### config.mk
export PLATFORM = sky130hd
export DESIGN_NAME = seg7_spi_ctrl
export DESIGN_NICKNAME = d
export VERILOG_FILES = /design/src/rtl/seg7_spi_ctrl_pkg.sv /design/src/rtl/seg7_spi_ctrl_bcd4_inc.sv /design/src/rtl/seg7_spi_ctrl.sv
export SDC_FILE = /design/constraint.sdc
export NUM_CORES = 1
export LEC_CHECK = 0
export CAP_MARGIN = 0
export CELL_PAD_IN_SITES_DETAIL_PLACEMENT = 1
export CELL_PAD_IN_SITES_GLOBAL_PLACEMENT = 1
export CORE_AREA = 3 3 89 91
export DETAILED_ROUTE_END_ITERATION = 12
export DIE_AREA = 0 0 92 94
export HOLD_SLACK_MARGIN = 0.02
export PLACE_DENSITY_LB_ADDON = 0.08
export SLEW_MARGIN = 20
export SYNTH_ARGS = -nofsm -noshare
export SYNTH_HDL_FRONTEND = slang
export SYNTH_SLANG_ARGS = --single-unit
### constraint.sdc
create_clock -name i_wf_clk -period 2.6 [get_ports i_wf_clk]
set_clock_uncertainty 0.15 [all_clocks]
set_input_delay 0.26 -clock i_wf_clk [delete_from_list [all_inputs] [get_ports i_wf_clk]]
set_output_delay 0.26 -clock i_wf_clk [all_outputs]
set_load 0.005 [all_outputs]
### src/rtl/seg7_spi_ctrl_pkg.sv
// Shared definitions for the 7-segment SPI controller.
//   - Command opcodes (upper nibble of the command byte)
//   - Colon/decimal-point encodings driven on o_colon
//   - Frame FSM state encoding
package seg7_spi_ctrl_pkg;

    localparam logic [3:0] OP_WRDIG   = 4'h1;  // 2-byte: write one BCD digit
    localparam logic [3:0] OP_WRCOLON = 4'h2;  // 2-byte: write colon mode
    localparam logic [3:0] OP_RDDIG   = 4'h3;  // 1-byte: read one BCD digit
    localparam logic [3:0] OP_AUTO    = 4'h4;  // 1-byte: auto-increment enable

    localparam logic [1:0] COLON_ON   = 2'b00;
    localparam logic [1:0] COLON_DP   = 2'b01;
    localparam logic [1:0] COLON_NONE = 2'b11;

    typedef enum logic [1:0] {
        ST_IDLE      = 2'd0,
        ST_WAIT_DATA = 2'd1,
        ST_COMMIT    = 2'd2
    } state_t;

    // The unused code 2'b10 is folded onto "none".
    function automatic logic [1:0] colon_norm(input logic [1:0] v);
        return (v == 2'b10) ? COLON_NONE : v;
    endfunction

endpackage

### src/rtl/seg7_spi_ctrl_bcd4_inc.sv
// bcd4_inc: combinational 4-digit BCD incrementer, 9999 wraps to 0000.
//   i_val [15:0]  four BCD digits, [3:0] is the least significant
//   o_val [15:0]  i_val + 1 in BCD
module bcd4_inc (
    input  logic [15:0] i_val,
    output logic [15:0] o_val
);

    always_comb begin
        logic w_carry;
        w_carry = 1'b1;
        o_val   = i_val;
        for (int k = 0; k < 4; k++) begin
            if (w_carry) begin
                if (i_val[k*4 +: 4] >= 4'd9) begin
                    o_val[k*4 +: 4] = 4'd0;   // carry ripples onward
                end else begin
                    o_val[k*4 +: 4] = i_val[k*4 +: 4] + 4'd1;
                    w_carry         = 1'b0;
                end
            end
        end
    end

endmodule

### src/rtl/seg7_spi_ctrl.sv
// seg7_spi_ctrl: SPI byte-command front end for a 4-digit BCD display.
//   i_wf_clk            sole clock, rising edge
//   i_reset             synchronous active-high reset
//   i_rx_valid/i_rx_data  received SPI byte strobe / byte
//   i_tick              one-second auto-increment pulse
//   o_tx_valid/o_tx_data  response strobe / byte (byte held between strobes)
//   o_digit0..o_digit3  BCD digits, o_digit0 is the LSD
//   o_colon             00 colon, 01 decimal point, 11 none
//   o_auto_en           auto-increment enable
//   o_frame_err         one-cycle pulse on timeout or rejected command
module seg7_spi_ctrl
    import seg7_spi_ctrl_pkg::*;
#(
    parameter int         TIMEOUT_CYC = 31916,
    parameter logic [7:0] ACK_BYTE    = 8'hA5,
    parameter logic [7:0] ERR_BYTE    = 8'hEE
) (
    input  logic       i_wf_clk,
    input  logic       i_reset,
    input  logic       i_rx_valid,
    input  logic [7:0] i_rx_data,
    input  logic       i_tick,
    output logic       o_tx_valid,
    output logic [7:0] o_tx_data,
    output logic [3:0] o_digit0,
    output logic [3:0] o_digit1,
    output logic [3:0] o_digit2,
    output logic [3:0] o_digit3,
    output logic [1:0] o_colon,
    output logic       o_auto_en,
    output logic       o_frame_err
);

    localparam int              CNT_W    = $clog2(TIMEOUT_CYC + 1);
    localparam logic [CNT_W-1:0] CNT_LAST = CNT_W'(TIMEOUT_CYC - 1);

    state_t           r_state, w_state_nxt;
    logic [CNT_W-1:0] r_cnt, w_cnt_nxt;
    logic             r_cmd_wrdig, w_cmd_wrdig_nxt;
    logic [1:0]       r_cmd_addr, w_cmd_addr_nxt;
    logic [15:0]      r_digits, w_digits_nxt, w_digits_inc;
    logic [1:0]       r_colon;
    logic             r_auto_en, r_pend, w_pend_nxt;
    logic             r_tx_valid, r_frame_err;
    logic [7:0]       r_tx_data;

    logic       w_tx_fire, w_ferr, w_dig_wr, w_colon_wr, w_auto_wr, w_inc;
    logic [7:0] w_tx_byte;
    logic [3:0] w_op, w_addr;
    logic       w_addr_ok;

    assign w_op      = i_rx_data[7:4];
    assign w_addr    = i_rx_data[3:0];
    assign w_addr_ok = (w_addr[3:2] == 2'b00);

    bcd4_inc u_inc (.i_val(r_digits), .o_val(w_digits_inc));

    // Frame FSM. Register writes happen on the edge that accepts the data
    // byte, so they are visible together with tx_valid one cycle later;
    // the COMMIT cycle that follows only swallows any extra rx byte.
    always_comb begin
        w_state_nxt     = r_state;
        w_cnt_nxt       = r_cnt;
        w_cmd_wrdig_nxt = r_cmd_wrdig;
        w_cmd_addr_nxt  = r_cmd_addr;
        w_tx_fire       = 1'b0;
        w_tx_byte       = ERR_BYTE;
        w_ferr          = 1'b0;
        w_dig_wr        = 1'b0;
        w_colon_wr      = 1'b0;
        w_auto_wr       = 1'b0;
        unique case (r_state)
            ST_IDLE: begin
                if (i_rx_valid) begin
                    // Reject by default; valid opcodes override below.
                    w_tx_fire = 1'b1;
                    w_ferr    = 1'b1;
                    case (w_op)
                        OP_WRDIG: if (w_addr_ok) begin
                            w_tx_fire       = 1'b0;
                            w_ferr          = 1'b0;
                            w_state_nxt     = ST_WAIT_DATA;
                            w_cnt_nxt       = '0;
                            w_cmd_wrdig_nxt = 1'b1;
                            w_cmd_addr_nxt  = w_addr[1:0];
                        end
                        OP_WRCOLON: begin
                            w_tx_fire       = 1'b0;
                            w_ferr          = 1'b0;
                            w_state_nxt     = ST_WAIT_DATA;
                            w_cnt_nxt       = '0;
                            w_cmd_wrdig_nxt = 1'b0;
                        end
                        OP_RDDIG: if (w_addr_ok) begin
                            w_ferr    = 1'b0;
                            w_tx_byte = {4'h0, r_digits[{w_addr[1:0], 2'b00} +: 4]};
                        end
                        OP_AUTO: begin
                            w_ferr    = 1'b0;
                            w_tx_byte = ACK_BYTE;
                            w_auto_wr = 1'b1;
                        end
                        default: ;
                    endcase
                end
            end
            ST_WAIT_DATA: begin
                if (i_rx_valid) begin
                    // A byte on the final counted cycle still beats the timeout.
                    w_state_nxt = ST_COMMIT;
                    w_tx_fire   = 1'b1;
                    if (!r_cmd_wrdig) begin
                        w_colon_wr = 1'b1;
                        w_tx_byte  = ACK_BYTE;
                    end else if (i_rx_data[3:0] <= 4'd9) begin
                        w_dig_wr   = 1'b1;
                        w_tx_byte  = ACK_BYTE;
                    end else begin
                        w_ferr     = 1'b1;
                    end
                end else if (r_cnt == CNT_LAST) begin
                    w_state_nxt = ST_IDLE;
                    w_tx_fire   = 1'b1;
                    w_ferr      = 1'b1;
                end else begin
                    w_cnt_nxt   = r_cnt + CNT_W'(1);
                end
            end
            ST_COMMIT: w_state_nxt = ST_IDLE;
            default:   w_state_nxt = ST_IDLE;
        endcase
    end

    // Tick arbitration: an SPI digit write wins; a tick (or an already
    // pending one) that collides with it is held for exactly one slot.
    always_comb begin
        w_inc        = r_auto_en & ~w_dig_wr & (i_tick | r_pend);
        w_pend_nxt   = r_auto_en &  w_dig_wr & (i_tick | r_pend);
        w_digits_nxt = r_digits;
        if (w_dig_wr)
            w_digits_nxt[{r_cmd_addr, 2'b00} +: 4] = i_rx_data[3:0];
        else if (w_inc)
            w_digits_nxt = w_digits_inc;
    end

    always_ff @(posedge i_wf_clk) begin
        if (i_reset) begin
            r_state     <= ST_IDLE;
            r_cnt       <= '0;
            r_cmd_wrdig <= 1'b0;
            r_cmd_addr  <= 2'b00;
            r_digits    <= '0;
            r_colon     <= COLON_NONE;
            r_auto_en   <= 1'b0;
            r_pend      <= 1'b0;
            r_tx_valid  <= 1'b0;
            r_tx_data   <= 8'h00;
            r_frame_err <= 1'b0;
        end else begin
            r_state     <= w_state_nxt;
            r_cnt       <= w_cnt_nxt;
            r_cmd_wrdig <= w_cmd_wrdig_nxt;
            r_cmd_addr  <= w_cmd_addr_nxt;
            r_digits    <= w_digits_nxt;
            r_pend      <= w_pend_nxt;
            r_tx_valid  <= w_tx_fire;
            r_frame_err <= w_ferr;
            if (w_tx_fire)  r_tx_data <= w_tx_byte;
            if (w_colon_wr) r_colon   <= colon_norm(i_rx_data[1:0]);
            if (w_auto_wr)  r_auto_en <= i_rx_data[0];
        end
    end

    assign o_tx_valid  = r_tx_valid;
    assign o_tx_data   = r_tx_data;
    assign o_digit0    = r_digits[3:0];
    assign o_digit1    = r_digits[7:4];
    assign o_digit2    = r_digits[11:8];
    assign o_digit3    = r_digits[15:12];
    assign o_colon     = r_colon;
    assign o_auto_en   = r_auto_en;
    assign o_frame_err = r_frame_err;

endmodule
Word-level counts from Yosys, hierarchy flattened. Index checks and enable logic that the tools add are counted.

Shift-type cells: 3. Reduce and logical (&&, ||, !) cells: 17. Bitwise gates (word level): 6. Multiplexer cells: 59. $add $sub $neg: 6. Eq/ne operators: 14. Magnitude comparators: 5.

Operator list (count): two-way mux 15 bit (4); one-hot mux 15 bit (2 select lines) (2); two-way mux 16 bit (2); one-hot mux 8 bit (2 select lines) (2); two-way mux 4 bit (7); two-way mux 1 bit (24); two-way mux 7 bit (3); adder 4 x 1 -> 4 bit, second input constant (4); bitwise mux 16 bit (1); greater-or-equal comparator 4 bit, second input constant (4); two-way mux 8 bit (2); variable shift 4 x 6 -> 16 bit, first input constant (1); variable part select 16 x 5 -> 4 bit (1); variable part select 4 x 6 -> 16 bit (1); adder 15 x 1 -> 15 bit, second input constant (1); == test 15 bit, second input constant (1); AND reduction 4 bit (3); nonzero test 2 bit (6); two-way mux 2 bit (5); one-hot mux 1 bit (2 select lines) (5); == test 4 x 2 -> 1 bit, second input constant (2); != test 2 bit, second input constant (4); one-hot mux 2 bit (2 select lines) (2); != test 3 bit, second input constant (2); other kinds (14) (21).

Register bits: 50. Input port bits: 12. Output and inout port bits: 29. Word-level logic and storage cells: 124.

Longest topological paths before layout. Gate-level depths: netlist of the first run.

Word-level depth: 10. Gate-level depth with buffers: 7. Gate-level depth less buffers: 7.

Cells and area by module. Synthesis of the first run repeated with hierarchy kept, for this count alone.

Cells, all modules: 364. Area, all modules: 3070.4 µm².

By module, submodules not included: seg7_spi_ctrl (cells an instance 290, area each 2549.9 µm², times used 1, sequential area each 960.9 µm²); bcd4_inc (cells an instance 74, area each 520.5 µm², times used 1, sequential area each 0.0 µm²).

Worst setup path before layout of the first run. No wires, ideal clock.

Path kind: register -> register. Start point: register r_digits[1]. End point: register r_digits[6]. Library setup time: 87 ps. Arrival time: 1910 ps. Period minus slack after synthesis: 2147 ps. Buffers on the path: 0. Data required time: 2363 ps. Path slack: 453 ps. Stages on the path, launching flop included: 8. Path through: dfxtp_1 inv_1 ha_1 or3b_2 a22oi_2 a21oi_1 a21boi_0 o31ai_1.

Longest elaborated chain between the ends: 4.

RTL lines: start, declared (line seg7_spi_ctrl.sv:41) `logic [15:0] r_digits, w_digits_nxt, w_digits_inc;`; start signal, assigned (line seg7_spi_ctrl.sv:164) `r_digits <= w_digits_nxt;`; greater-or-equal comparator 4 bit (line seg7_spi_ctrl_bcd4_inc.sv:15) `if (i_val[k*4 +: 4] >= 4'd9) begin`; two-way mux 1 bit (line seg7_spi_ctrl_bcd4_inc.sv:15); nonzero test 2 bit (no line); AND reduction 2 bit (no line).

Every way passes these cells. A chain may end at the register's enable or synchronous reset.

Worst setup path in the final report of the first run.
Start point: register r_digits[9]. End point: register r_digits[8].

Longest elaborated chain between the ends: 5.

RTL lines: greater-or-equal comparator 4 bit (line seg7_spi_ctrl_bcd4_inc.sv:15); two-way mux 4 bit (line seg7_spi_ctrl_bcd4_inc.sv:15); two-way mux 4 bit (line seg7_spi_ctrl_bcd4_inc.sv:14) `if (w_carry) begin`; two-way mux 16 bit (line seg7_spi_ctrl.sv:142) `else if (w_inc)`; two-way mux 16 bit (line seg7_spi_ctrl.sv:140) `if (w_dig_wr)`.

Every way passes these cells. The select of a mux whose other input is x is not followed.

==> results of run 1 <==
==> worst paths after layout <==
kind / startpoint / to / slack (ns) / depth (start not counted)
max reg2reg: r_digits[9]$_SDFFE_PP0P_ / r_digits[8]$_SDFFE_PP0P_ / 0.30 / 7
min reg2reg: o_tx_data[2]$_SDFFE_PP0P_ / o_tx_data[2]$_SDFFE_PP0P_ / 0.32 / 1
max: r_digits[9]$_SDFFE_PP0P_ / r_digits[8]$_SDFFE_PP0P_ / 0.30 / 7
min: o_tx_data[2]$_SDFFE_PP0P_ / o_tx_data[2]$_SDFFE_PP0P_ / 0.32 / 1
==> synthesized netlist by cell type, types with 3 or more instances <==
library cell,n,share of area (%)
clkbuf_1,8,1.0
mux4_2,4,3.1
buf_2,3,0.51
a21oi_1,19,3.2
nand2_1,20,2.6
nand3_1,13,2.2
or3_1,3,0.64
o21ai_0,11,1.9
a22oi_1,9,2.3
nor4_1,4,0.85
or3b_2,5,1.5
nor3_1,5,0.85
ha_1,17,7.2
xnor2_1,7,2.1
a32o_1,3,1.0
and2_1,5,1.1
a211oi_1,13,3.3
or4_1,3,0.77
inv_1,18,2.3
and4_1,5,1.5
o21a_1,6,1.5
o22ai_1,3,0.64
o211ai_1,6,1.5
xor2_1,5,1.5
nand2b_1,3,0.64
dfxtp_1,48,33
nor2_1,40,5.1
==> layout make-up <==
| cell class | instances | area, um2 | share of cell area [%] |
|---|---|---|---|
| sequential | 48 | 961 | 26.1 |
| clock inverter | 3 | 42.5 | 1.15 |
| timing repair buffer | 66 | 593 | 16.1 |
| multi-input combinational | 255 | 1830 | 49.6 |
| tap | 99 | 124 | 3.36 |
| inverter | 18 | 67.6 | 1.83 |
| clock buffer | 5 | 68.8 | 1.87 |
==> critical path: stages (launching register included) <==
cell and delay, ns:
dfxtp_1 0.45, inv_1 0.09, ha_1 0.18, or3b_2 0.47, a22oi_1 0.34, buf_4 0.20
a22oi_1 0.08, a211oi_1 0.25
==> report_power, final <==
part,switching [mW],total (mW),internal (mW)
Clock,0.275,0.560,0.285
Combinational,0.0749,0.144,0.0692
Sequential,0.00736,0.752,0.745
Total,0.357,1.46,1.10
==> through the flow <==
| stage | power [mW] | area (um2) | worst slack (ns) |
|---|---|---|---|
| floorplan | 0.837 | 2940 | 0.453 |
| global placement | 0.912 | 3570 | 0.0732 |
| detailed placement | 0.914 | 3570 | 0.0174 |
| CTS | 1.48 | 3680 | 0.262 |
| global route | 1.52 | 3680 | 0.120 |
| finish | 1.46 | 3680 | 0.304 |
==> layer usage <==
metal,up-vias,part of all wire [%]
met5,-,0
met4,0,3.4
li1,1349,-
met2,64,52
met3,20,3.5
met1,1373,41
==> state kept, by name (all words and copies together) (netlist names) <==
signal / cells
r_digits: 16
o_tx_valid: 1
o_tx_data: 6
r_cmd_addr: 2
r_cnt: 15
o_frame_err: 1
o_auto_en: 1
r_pend: 1
r_state: 2
o_colon: 2
r_cmd_wrdig: 1
==> kinds of logic (layout without fill, tap and decap cells) <==
family                   count (synthesis)  after routing  share of synthesized area [%]
AO/OA/AOI/OAI                           95             95                           24.1
XOR/XNOR                                12             12                           3.58
adder cells (fa/ha/maj)                 17             17                           7.24
buffers and inverters                   33             92                           5.11
flip-flops                              48             48                           32.7
multiplexers                             6              6                           3.75
other                                    1              1                          0.128
AND/OR/NAND/NOR                        124            124                           23.4
==> out/results.ini, run 1 <==
[outcome]
status = complete, no violations

[routing]
vias_per_cell = 5.68
wirelength_mm = 8.76
num_vias = 2806
avgRoutedWirePerCell_um = 17.7
drc = 0
drt_pre_antenna_iters = 4
first_iter_violations = 105
antenna_left = 0

[global_route]
grt_util_met3_pct = 3.61
grt_start_max_net_pins = 34
grt_pass1_vias = 2853
grt_overflow = 0
grt-busiest-layer = met2
grt_pass1_wl_mm = 14.2
use_met1_pct = 23.1
antenna_found_initial = 0
gr-usage-met2_pct = 39.1
track_usage_pct = 21.0

[floorplanning]
io_pins = 41
die_x_um = 92
start_util_pct = 40.7
fp-row-count = 31
core_mm2 = 0.00721
dieArea_mm2 = 0.00865
die_h_um = 94

[yosys]
syn_inst = 336
avgSynthCellArea_um2 = 8.74
ys_seq_elements = 48
async_reset_ff_share_pct = 0
yosysUniqueCellTypes = 63
synthesis.nets = 365
synth_ff_type = dfxtp_1
netlist_area_mm2 = 0.00294
synth-edff-count = 0
yosysSeqAreaShare_pct = 32.7
yosysWarningCount = 0

[sta]
max_freq_mhz = 435
setup_violations = 0
tightest_slew_ns = 0.691
min_period_over_period_pct = 88.3
finalCriticalPeriod_ns = 2.30
hold_viol = 0
holdWs_ns = 0.322
slew_headroom_pct = 53.6
maxSlewViolCount = 0
rsz0062_at_grt = false
setup_tns_ns = 0

[clock_tree]
cts_setup_buffers = 0
cts_max_level = 2
clock-sinks = 48
post_cts_resized = 0
root_buffer = clkbuf_8
cts_tree = yes
cts_buffers = 5
path_clk_slew_ns = 0.10
holdBufCountCts = 0
cts.path.max_buffers = 2
clock_latency_ns = 0.32

[final_layout]
nNetsFinal = 423
drive_gt1_share_pct = 15.2
mostFrequentLayoutCell = dfxtp_1
utilization_pct = 51.1
num_antenna_cells = 0
final_cell_mix = dfxtp_1, nor2_1, clkdlybuf4s50_1
instances_no_fill = 494
fillers = 887
syn2layout_area_growth_pct = 25.4

[placement]
post-dp-hpwl_mm = 6.71
io_buffers = 39
post-place-cells = 486
gp_congestion = 0.788

[worst_hold_path]
min_path_type = register to register

[critical_path]
required_ns = 2.68
cp-end-kind = register
cp_max_fo = 6
worstPathArrival_ns = 2.38
cp-start-kind = register
path_class = register to register

[run]
drv_cap = 0

[power_and_ir_drop]
ir_worst_vdd_v = 0.000192
cellLeakagePower_nw = 1.27
p_per_area_mw_per_mm2 = 395

Note: power is estimated with default switching activity, not from simulation.
==> inputs of run 2 (changes only) <==
--- a/config.mk
+++ b/config.mk
@@ -9,7 +9,9 @@
 export CELL_PAD_IN_SITES_DETAIL_PLACEMENT = 1
 export CELL_PAD_IN_SITES_GLOBAL_PLACEMENT = 1
-export CORE_AREA = 3 3 89 91
+export CORE_AREA = 3 3 83 85
 export DETAILED_ROUTE_END_ITERATION = 12
-export DIE_AREA = 0 0 92 94
+export DIE_AREA = 0 0 86 88
+export DONT_BUFFER_PORTS = 1
+export GPL_TIMING_DRIVEN = 0
 export HOLD_SLACK_MARGIN = 0.02
 export PLACE_DENSITY_LB_ADDON = 0.08
--- a/constraint.sdc
+++ b/constraint.sdc
@@ -3,3 +3,3 @@
 set_input_delay 0.26 -clock i_wf_clk [delete_from_list [all_inputs] [get_ports i_wf_clk]]
 set_output_delay 0.26 -clock i_wf_clk [all_outputs]
-set_load 0.005 [all_outputs]
+set_load 0.1 [all_outputs]
==> out/results.ini, run 2 (synthesis gave the netlist of run 1 again) <==
[clock_tree]
clock-sinks = 48
cts_buffers = 5
root_buffer = clkbuf_8
clock_latency_ns = 0.30
cts.path.max_buffers = 2
cts_tree = yes
path_clk_slew_ns = 0.09
cts_max_level = 2

[routing]
avgRoutedWirePerCell_um = 19.2
drc = 0
wl_met2_mm = 4.06
met1_length_mm = 3.62
routed.top_layer = met4
drt_pre_antenna_iters = 4
first_iter_violations = 98
wirelength_mm = 8.14
antenna_left = 0
vias_per_cell = 6.09
num_vias = 2575
wl_met3_um = 318

[final_layout]
nNetsFinal = 374
final_cell_mix = nor2_1, dfxtp_1, nand2_1
num_antenna_cells = 0
largest_register_ffs = 16
syn2layout_area_growth_pct = 8.99
mostFrequentLayoutCell = nor2_1
largest-register = r_digits
drive_gt1_share_pct = 16.2
instances_no_fill = 423

[power_and_ir_drop]
finalPower_mw = 1.46
p_per_area_mw_per_mm2 = 457
cellLeakagePower_nw = 1.06
ir_worst_vdd_v = 0.000298

[placement]
io_buffers = 0
post-place-cells = 413
post-dp-hpwl_mm = 6.06
gp_congestion = 0.773

[sta]
min_period_over_period_pct = 95.6
setup_violations = 0
slew_headroom_pct = 24.7
maxSlewViolCount = 0
max_freq_mhz = 402
rsz0062_at_grt = false
setup_tns_ns = 0
tightest_slew_ns = 1.13
finalCriticalPeriod_ns = 2.49
hold_viol = 0
holdWs_ns = 0.0261

[critical_path]
worstRegToRegCells = 7
cp-end-kind = register
cp-start-kind = register
path_class = register to register
required_ns = 2.65
cp_max_fo = 8
worstPathArrival_ns = 2.53

[global_route]
track_usage_pct = 22.7
grt_pass1_vias = 2616
antenna_found_initial = 0
grt_overflow = 0
grt_start_max_net_pins = 15
grt_pass1_wl_mm = 13.5

[floorplanning]
fp-row-count = 29
dieArea_mm2 = 0.00757
start_util_pct = 46.8
die_h_um = 88
core_mm2 = 0.00628
io_pins = 41
die_x_um = 86

[worst_hold_path]
min_path_cells = 2
min_path_type = input pin to register

[run]
drv_cap = 0

[outcome]
status = complete, no violations

[run 2: cell count changes in the layout (fill, tap and decap cells not counted), moves of 2 or more]
cell	change
dfxtp_1	-15
buf_4	-24
dfxtp_2	+8
dfxtp_4	+7
clkbuf_1	+9
buf_6	+2
clkdlybuf4s50_1	-39
buf_2	+3
[run 2: cell type report]
| cell class | instances | area (um2) |
|---|---|---|
| plain buffers | 15 | 82.6 |
| clock buffers | 6 | 72.6 |
| clock inverters | 2 | 35.0 |
| fillers | 779 | 3080 |
| inverters | 18 | 67.6 |
| multi-input cells | 255 | 1830 |
| flip-flops and latches | 48 | 997 |
| well taps | 77 | 96.3 |
| repair buffers | 2 | 17.5 |
[run 2: critical path: stages, from the launching register on]
cell and delay [ns]:
dfxtp_4 0.59, inv_1 0.12, ha_1 0.20, or3b_2 0.19, a22oi_2 0.09, a2111oi_4 0.66, o21ai_2 0.10, a32o_1 0.28
[run 2: final timing paths]
kind | from | to | slack, ns
setup / recovery | r_digits[0]$_SDFFE_PP0P_ | r_digits[14]$_SDFFE_PP0P_ | 0.11
hold / removal | i_rx_data[4] | r_cmd_wrdig$_SDFFE_PP0P_ | 0.03
setup reg to reg | r_digits[0]$_SDFFE_PP0P_ | r_digits[14]$_SDFFE_PP0P_ | 0.11
hold reg to reg | r_cnt[13]$_SDFFE_PP0P_ | r_cnt[13]$_SDFFE_PP0P_ | 0.34
[run 2: timing repair]
| item | 4_1_cts | 5_1_grt |
|---|---|---|
| resized for setup | 14 | 2 |
| pin swaps | 1 | 1 |
| endpoints found under the hold margin | 1 | 0 |
| setup endpoints to repair | 15 | 3 |
| hold buffers | 1 | 0 |
| setup buffers | 1 | 0 |
[run 2: report_power, final]
group	leakage, nW	total, mW	internal [mW]	switching [mW]
clock network	0.0552	0.543	0.286	0.257
registers	0.398	0.812	0.737	0.0750
logic	0.606	0.109	0.0333	0.0757
total	1.06	1.46	1.06	0.408
[run 2: through the flow]
stage / area (um2) / utilization, % / worst slack [ns]
final: 3200 / 51.0 / 0.114
after detailed placement: 3040 / 48.5 / -0.246
after global routing: 3200 / 51.0 / 0.0104
after CTS: 3190 / 50.9 / 0.0686
after floorplan: 2950 / - / 0.0372
after global placement: 3040 / 48.5 / -0.204
[run 2: per-layer routing]
layer  vias up  GRT usage (%)
met5         -              0
met4         0           7.34
met3        14           4.99
met2        42           39.6
met1      1264           27.8
li1       1255              -
